## config.mk

```make
export PLATFORM = sky130hd
export DESIGN_NAME = rotor_phase_nco_flat
export DESIGN_NICKNAME = d
export VERILOG_FILES = /design/src/rtl/rotor_phase_nco_if.sv /design/src/rtl/rotor_phase_nco.sv /design/src/flat_wrapper.sv
export SDC_FILE = /design/constraint.sdc
export NUM_CORES = 1
export LEC_CHECK = 0
export ABC_AREA = 1
export BUFFER_PORTS_ARGS = -buffer_cell sky130_fd_sc_hd__buf_2
export CAP_MARGIN = 20
export CORE_MARGIN = 3
export CORE_UTILIZATION = 56
export CTS_CLUSTER_SIZE = 28
export DETAILED_ROUTE_END_ITERATION = 7
export PLACE_DENSITY = 0.85
export RECOVER_POWER = 100
export SYNTH_ARGS = -nofsm -noshare
export SYNTH_HDL_FRONTEND = slang
export SYNTH_SLANG_ARGS = --single-unit
```

## constraint.sdc

```tcl
create_clock -name clk -period 6 [get_ports clk]
set_input_delay 0.3 -clock clk [delete_from_list [all_inputs] [get_ports clk]]
set_output_delay 0.3 -clock clk [all_outputs]
set_load 0.1 [all_outputs]
```

## src/rtl/rotor_phase_nco_if.sv

```systemverilog
// rotor_phase_nco_if: speed/load command inputs and phase index outputs of the rotor NCO
interface rotor_phase_nco_if #(
  parameter int ACC_W = 24,
  parameter int ADDRW = 8,
  parameter int REV_W = 16
);
  logic             en;
  logic [ACC_W-1:0] step;
  logic             load;
  logic [ADDRW-1:0] load_angle;
  logic [ADDRW-1:0] sin_id;
  logic [ADDRW-1:0] cos_id;
  logic             tick;
  logic             wrap;
  logic [REV_W-1:0] rev_cnt;
  modport master (output en, step, load, load_angle, input sin_id, cos_id, tick, wrap, rev_cnt);
  modport slave (input en, step, load, load_angle, output sin_id, cos_id, tick, wrap, rev_cnt);
endinterface

```

## src/rtl/rotor_phase_nco.sv

```systemverilog
// rotor_phase_nco: prescaled phase accumulator producing sine/cosine table indices; ROTOR_REV_COUNT_EN adds wrap strobe and revolution counter
module rotor_phase_nco #(
  parameter int ACC_W    = 24,
  parameter int ADDRW    = 8,
  parameter int PRESCALE = 100,
  parameter int REV_W    = 16
) (
  input  logic clk,
  input  logic rst,
  rotor_phase_nco_if.slave bus
);
  localparam int PW = $clog2(PRESCALE);
  localparam logic [ADDRW-1:0] QTR = ADDRW'(2 ** (ADDRW - 2));
  logic [PW-1:0]    pcnt;
  logic [ACC_W-1:0] acc;
  logic [ACC_W-1:0] sum;
  logic [ACC_W-1:0] nacc;
  logic             last;
  logic             upd;
  assign last = pcnt == PW'(PRESCALE - 1);
  assign upd  = bus.en && last && !bus.load;
  assign sum  = acc + bus.step;
  assign nacc = bus.load ? {bus.load_angle, {(ACC_W - ADDRW){1'b0}}} : sum;
  // prescaler, accumulator and registered table indices; load overrides a coincident update
  always_ff @(posedge clk or posedge rst) begin
    if (rst) begin
      pcnt       <= '0;
      acc        <= '0;
      bus.sin_id <= '0;
      bus.cos_id <= QTR;
      bus.tick   <= 1'b0;
    end else begin
      bus.tick <= upd;
      if (bus.load) pcnt <= '0;
      else if (bus.en) pcnt <= last ? '0 : pcnt + 1'b1;
      if (bus.load || upd) begin
        acc        <= nacc;
        bus.sin_id <= nacc[ACC_W-1 -: ADDRW];
        bus.cos_id <= nacc[ACC_W-1 -: ADDRW] + QTR;
      end
    end
  end
`ifdef ROTOR_REV_COUNT_EN
  logic fwd;
  logic rev;
  // an unsigned carry shows as a smaller sum, a borrow as a larger one
  assign fwd = !bus.step[ACC_W-1] && sum < acc;
  assign rev = bus.step[ACC_W-1] && sum > acc;
  // revolution tracking across accumulator wraps in either direction
  always_ff @(posedge clk or posedge rst) begin
    if (rst) begin
      bus.wrap    <= 1'b0;
      bus.rev_cnt <= '0;
    end else begin
      bus.wrap <= upd && (fwd || rev);
      if (upd && fwd) bus.rev_cnt <= bus.rev_cnt + 1'b1;
      else if (upd && rev) bus.rev_cnt <= bus.rev_cnt - 1'b1;
    end
  end
`else
  assign bus.wrap    = 1'b0;
  assign bus.rev_cnt = '0;
`endif
endmodule
```

## src/flat_wrapper.sv

```systemverilog
// flat-port wrapper written by rule: the top's interface ports become plain ports
module rotor_phase_nco_flat 
#(
  parameter int ACC_W    = 24,
  parameter int ADDRW    = 8,
  parameter int PRESCALE = 100,
  parameter int REV_W    = 16
)
  (clk, rst, bus_en, bus_step, bus_load, bus_load_angle, bus_sin_id, bus_cos_id, bus_tick, bus_wrap, bus_rev_cnt);
  rotor_phase_nco_if #(.ACC_W(ACC_W), .ADDRW(ADDRW), .REV_W(REV_W)) bus_i ();
  input  logic clk;
  input  logic rst;
  input wire logic [$bits(bus_i.en)-1:0] bus_en;
  input wire logic [$bits(bus_i.step)-1:0] bus_step;
  input wire logic [$bits(bus_i.load)-1:0] bus_load;
  input wire logic [$bits(bus_i.load_angle)-1:0] bus_load_angle;
  output wire logic [$bits(bus_i.sin_id)-1:0] bus_sin_id;
  output wire logic [$bits(bus_i.cos_id)-1:0] bus_cos_id;
  output wire logic [$bits(bus_i.tick)-1:0] bus_tick;
  output wire logic [$bits(bus_i.wrap)-1:0] bus_wrap;
  output wire logic [$bits(bus_i.rev_cnt)-1:0] bus_rev_cnt;
  assign bus_i.en = bus_en;
  assign bus_i.step = bus_step;
  assign bus_i.load = bus_load;
  assign bus_i.load_angle = bus_load_angle;
  assign bus_sin_id = bus_i.sin_id;
  assign bus_cos_id = bus_i.cos_id;
  assign bus_tick = bus_i.tick;
  assign bus_wrap = bus_i.wrap;
  assign bus_rev_cnt = bus_i.rev_cnt;
  rotor_phase_nco #(.ACC_W(ACC_W), .ADDRW(ADDRW), .PRESCALE(PRESCALE), .REV_W(REV_W)) u_core (.clk(clk), .rst(rst), .bus(bus_i));
endmodule
```

==> results.txt <==
----------------------------------------------------
[Yosys]
  Number of synthesized register bits ... 34
  Synthesized netlist cell count ... 486
  Avg Synthesized Cell Area ... 6.61 µm²
  Combined area of all synthesized cells ... 3210 µm²
  Most repeated cell in the gate-level netlist after synthesis ... nand2_1
  Sequential area share after synthesis ... 0.265
  Number of warnings reported in the yosys synthesis log ... 0
  Leading cell types by count after synthesis ... nand2_1 (157), inv_1 (56), nor2_1 (45)
  Leading post-synthesis cells by cell area ... dfrtp_1 (26%), nand2_1 (18%), ha_1 (9.4%)
  Proportion of synthesized flip-flops having asynchronous set or reset ... 1.00
  Fraction of synthesized cell area taken by the top area cell type ... 0.257
  Post-synth EDFFs ... 0
  Number of different library cells in the post-synthesis netlist ... 39
  Synth Flop Type ... dfrtp_1
  Post-synthesis cell type with the largest combined area ... dfrtp_1

[Clock tree]
  Post-cts repair resize count ... 0
  Number of buffers added to fix hold violations after cts ... 0
  Clk_lat worst skew ... 0.30 ns
  Clock buffer depth ... 2
  CTS tree ... yes
  Clock transition at path regs ... 0.08 ns
  Total clock sinks ... 34
  Total setup buffers inserted after CTS ... 0
  CTS H-tree lvls ... 2
  Number of clock buffers inserted by TritonCTS ... 5
  Clock Root Buffer ... clkbuf_8

[Timing]
  Total count of max-transition violations in the final report ... 35
  Relative slew margins ... -0.289
  Count of endpoints failing setup in the final report ... 0
  Transition at the pin with the smallest max-transition slack ... 1.93 ns
  Setup repair after global routing missed its margin ... false
  Upper clock frequency limit ... 310 MHz
  Period utilisation layout ... 0.538
  Final hold viol count ... 0
  Worst-case hold slack ... 0.260 ns
  Sum Neg Setup Slack ... 0 ns
  Fin crit period ... 3.23 ns
  Final worst slack ... 2.77 ns
  Clk_skew ... 0.00623 ns

[Setup path]
  Critical Path Slowest Stage Cell ... nor2_1
  Slowest cell delay on critical path ... 0.84 ns
  Critical path type ... reg -> reg
  Worst reg2reg path startpoint ... u_core.pcnt[0]
  Crit Reg-Reg Endpoint ... u_core.acc[20]
  Family of cells with the greatest summed delay on the critical path ... simple AND/OR/NAND/NOR gates
  Startpoint type of the worst setup path ... register
  Critical path buffer and inverter count ... 2
  Length in cells of the worst reg-to-reg path ... 8
  Maximum fanout along the worst path ... 17
  Kind of end point of the critical path ... register
  Register-to-register path setup slack ... 2.77 ns
  Cell breakdown of the critical path ... ha_1 > nand3_1 > nor2_1 > nor2_1 > clkbuf_1 > inv_1 > o21ai_0 > o21ai_0
  Critical path arrival ... 3.40 ns
  Required time at the endpoint of the critical path ... 6.17 ns

[Place]
  Worst slack at placement ... 3.77 ns
  RD Place Congestion ... 0.927
  # placed instances ... 589
  Detailed Place HPWL ... 6.05 mm
  Placed instance area ... 3380 µm²
  Count of port buffers added during placement ... 52

[Detailed routing]
  Via count normalized by instance count ... 5.31
  Detailed Route Iter0 Violations ... 181
  Detailed-route wire length ... 7.66 mm
  Post-detailed-route wirelength per cell ... 12.8 µm
  Pre-antenna DRT Iters ... 5
  ANT nets after route ... 0
  Remaining routing DRC violations ... 0
  Vias ... 3173

[Layout]
  Share of post-route cells with drive strength above 1 ... 0.118
  Post-Layout Cell Count ... 597
  Post-route cell area ... 3420 µm²
  Final antenna diode count ... 0
  Synthesis-to-layout area growth ... 6.55%
  Final core utilization ... 0.641
  Net count reported at finish ... 587

[Run status]
  Result of the run ... complete, but fails checks
  Failing checks ... capacitance limit, slew limit

[Global route]
  Busiest metal layer after global routing ... met2
  Vias in the first global route ... 2935
  Global-route total usage across every layer ... 0.241
  Met3 demand-to-capacity share in global routing ... 0.0384
  First-pass GRT wire length ... 12.6 mm
  Pin count of the biggest net entering global routing ... 35
  Met2 track demand over resource ... 0.402
  Antenna violations before repair ... 0
  Met1 Track Usage GR ... 0.319
  Grt ovf ... 0

[Floorplanning]
  Boundary pin count ... 70
  Horizontal extent of the die ... 81.7 µm
  Effective utilization at floorplan ... 0.602
  Placement Rows ... 26
  Die area ... 6680 µm²
  Core box area ... 5340 µm²
  Height of the die ... 81.7 µm

[Worst hold path]
  Hold crit path type ... in -> reg
  Startpoint of the lowest-slack hold path ... bus_load_angle[5]
  Hold path depth ... 3
  Hold Crit Endpoint ... u_core.acc[21]

[Pwr]
  Cell area power density ... 243 nW/µm²
  Worst vdd ir ... 0.000149 V
  Power after layout ... 0.831 mW
  Lkg Pwr ... 1.91 nW

[Run]
  Maxcap violations ... 1

----------------------------------------------------
-- area by class of cell --
type / instances / area (µm²)
clock buffer: 5 / 68.8
clock inverter: 3 / 21.3
sequential: 34 / 852
fill: 533 / 1910
timing repair buffer: 54 / 245
multi-input combinational: 373 / 1930
inverter: 58 / 218
tap: 70 / 87.6
-- kinds of logic after synthesis --
family,after synthesis,synth area share
other cells,1,0.00117
buf+inv,95,0.149
xor+xnor,6,0.0164
compound gates,63,0.121
simple gates,262,0.348
flops,34,0.265
fa+ha+maj,25,0.0998
-- report_power, final --
group / internal [mW] / switching (mW)
combinational: 0.0822 / 0.310
sequential: 0.246 / 0.0134
clock: 0.0816 / 0.0971
-- cell usage in the layout (no fill, tap or decap), types with 4 or more instances in the layout --
cell,synthesis,routed
nand2_1,157,157
inv_1,56,57
nor2_1,45,46
buf_2,4,34
dfrtp_1,33,33
nand3_1,28,29
ha_1,24,24
a21oi_1,21,21
clkbuf_1,2,20
o21ai_0,16,19
conb_1,1,17
nand4_1,7,7
nor3_1,6,6
or2_2,5,5
clkbuf_8,0,5
o31ai_1,3,4
a21o_1,4,4
-- worst reg2reg max path: cells and delay by family, from the launching register on --
| family | cells | cell delay (ns) |
|---|---|---|
| DFF | 1 | 0.41 |
| adders and majority gates | 1 | 0.23 |
| buffers and inverters | 2 | 1.05 |
| and+or+nand+nor | 3 | 1.10 |
| AOI/OAI and AO/OA | 2 | 0.32 |
-- how the worst max path moves through the flow --
stage | startpoint | to | slack, ns | cells after the start
finish | u_core.pcnt[0] | u_core.acc[20] | 2.77 | 8
global route | u_core.pcnt[0] | u_core.acc[20] | 2.47 | 8
floorplan | u_core.acc[0] | u_core.acc[16] | 4.02 | 13
detailed placement | bus_step[0] | u_core.acc[16] | 3.77 | 14
global placement | u_core.pcnt[0] | u_core.acc[20] | 3.81 | 8
CTS | u_core.pcnt[0] | u_core.acc[20] | 3.73 | 8
-- sequential cells by signal (all words and copies together), names as in the netlist --
signal,flops
u_core.pcnt,7
u_core.bus.tick,1
u_core.acc,24
u_core.bus.cos_id,2
-- metal layers --
layer	part of all wire	routed length (µm)
met5	0	0
met3	0.076	583
met2	0.48	3670
met1	0.43	3270
met4	0.017	132
Note: power is estimated with default switching activity, not from simulation.
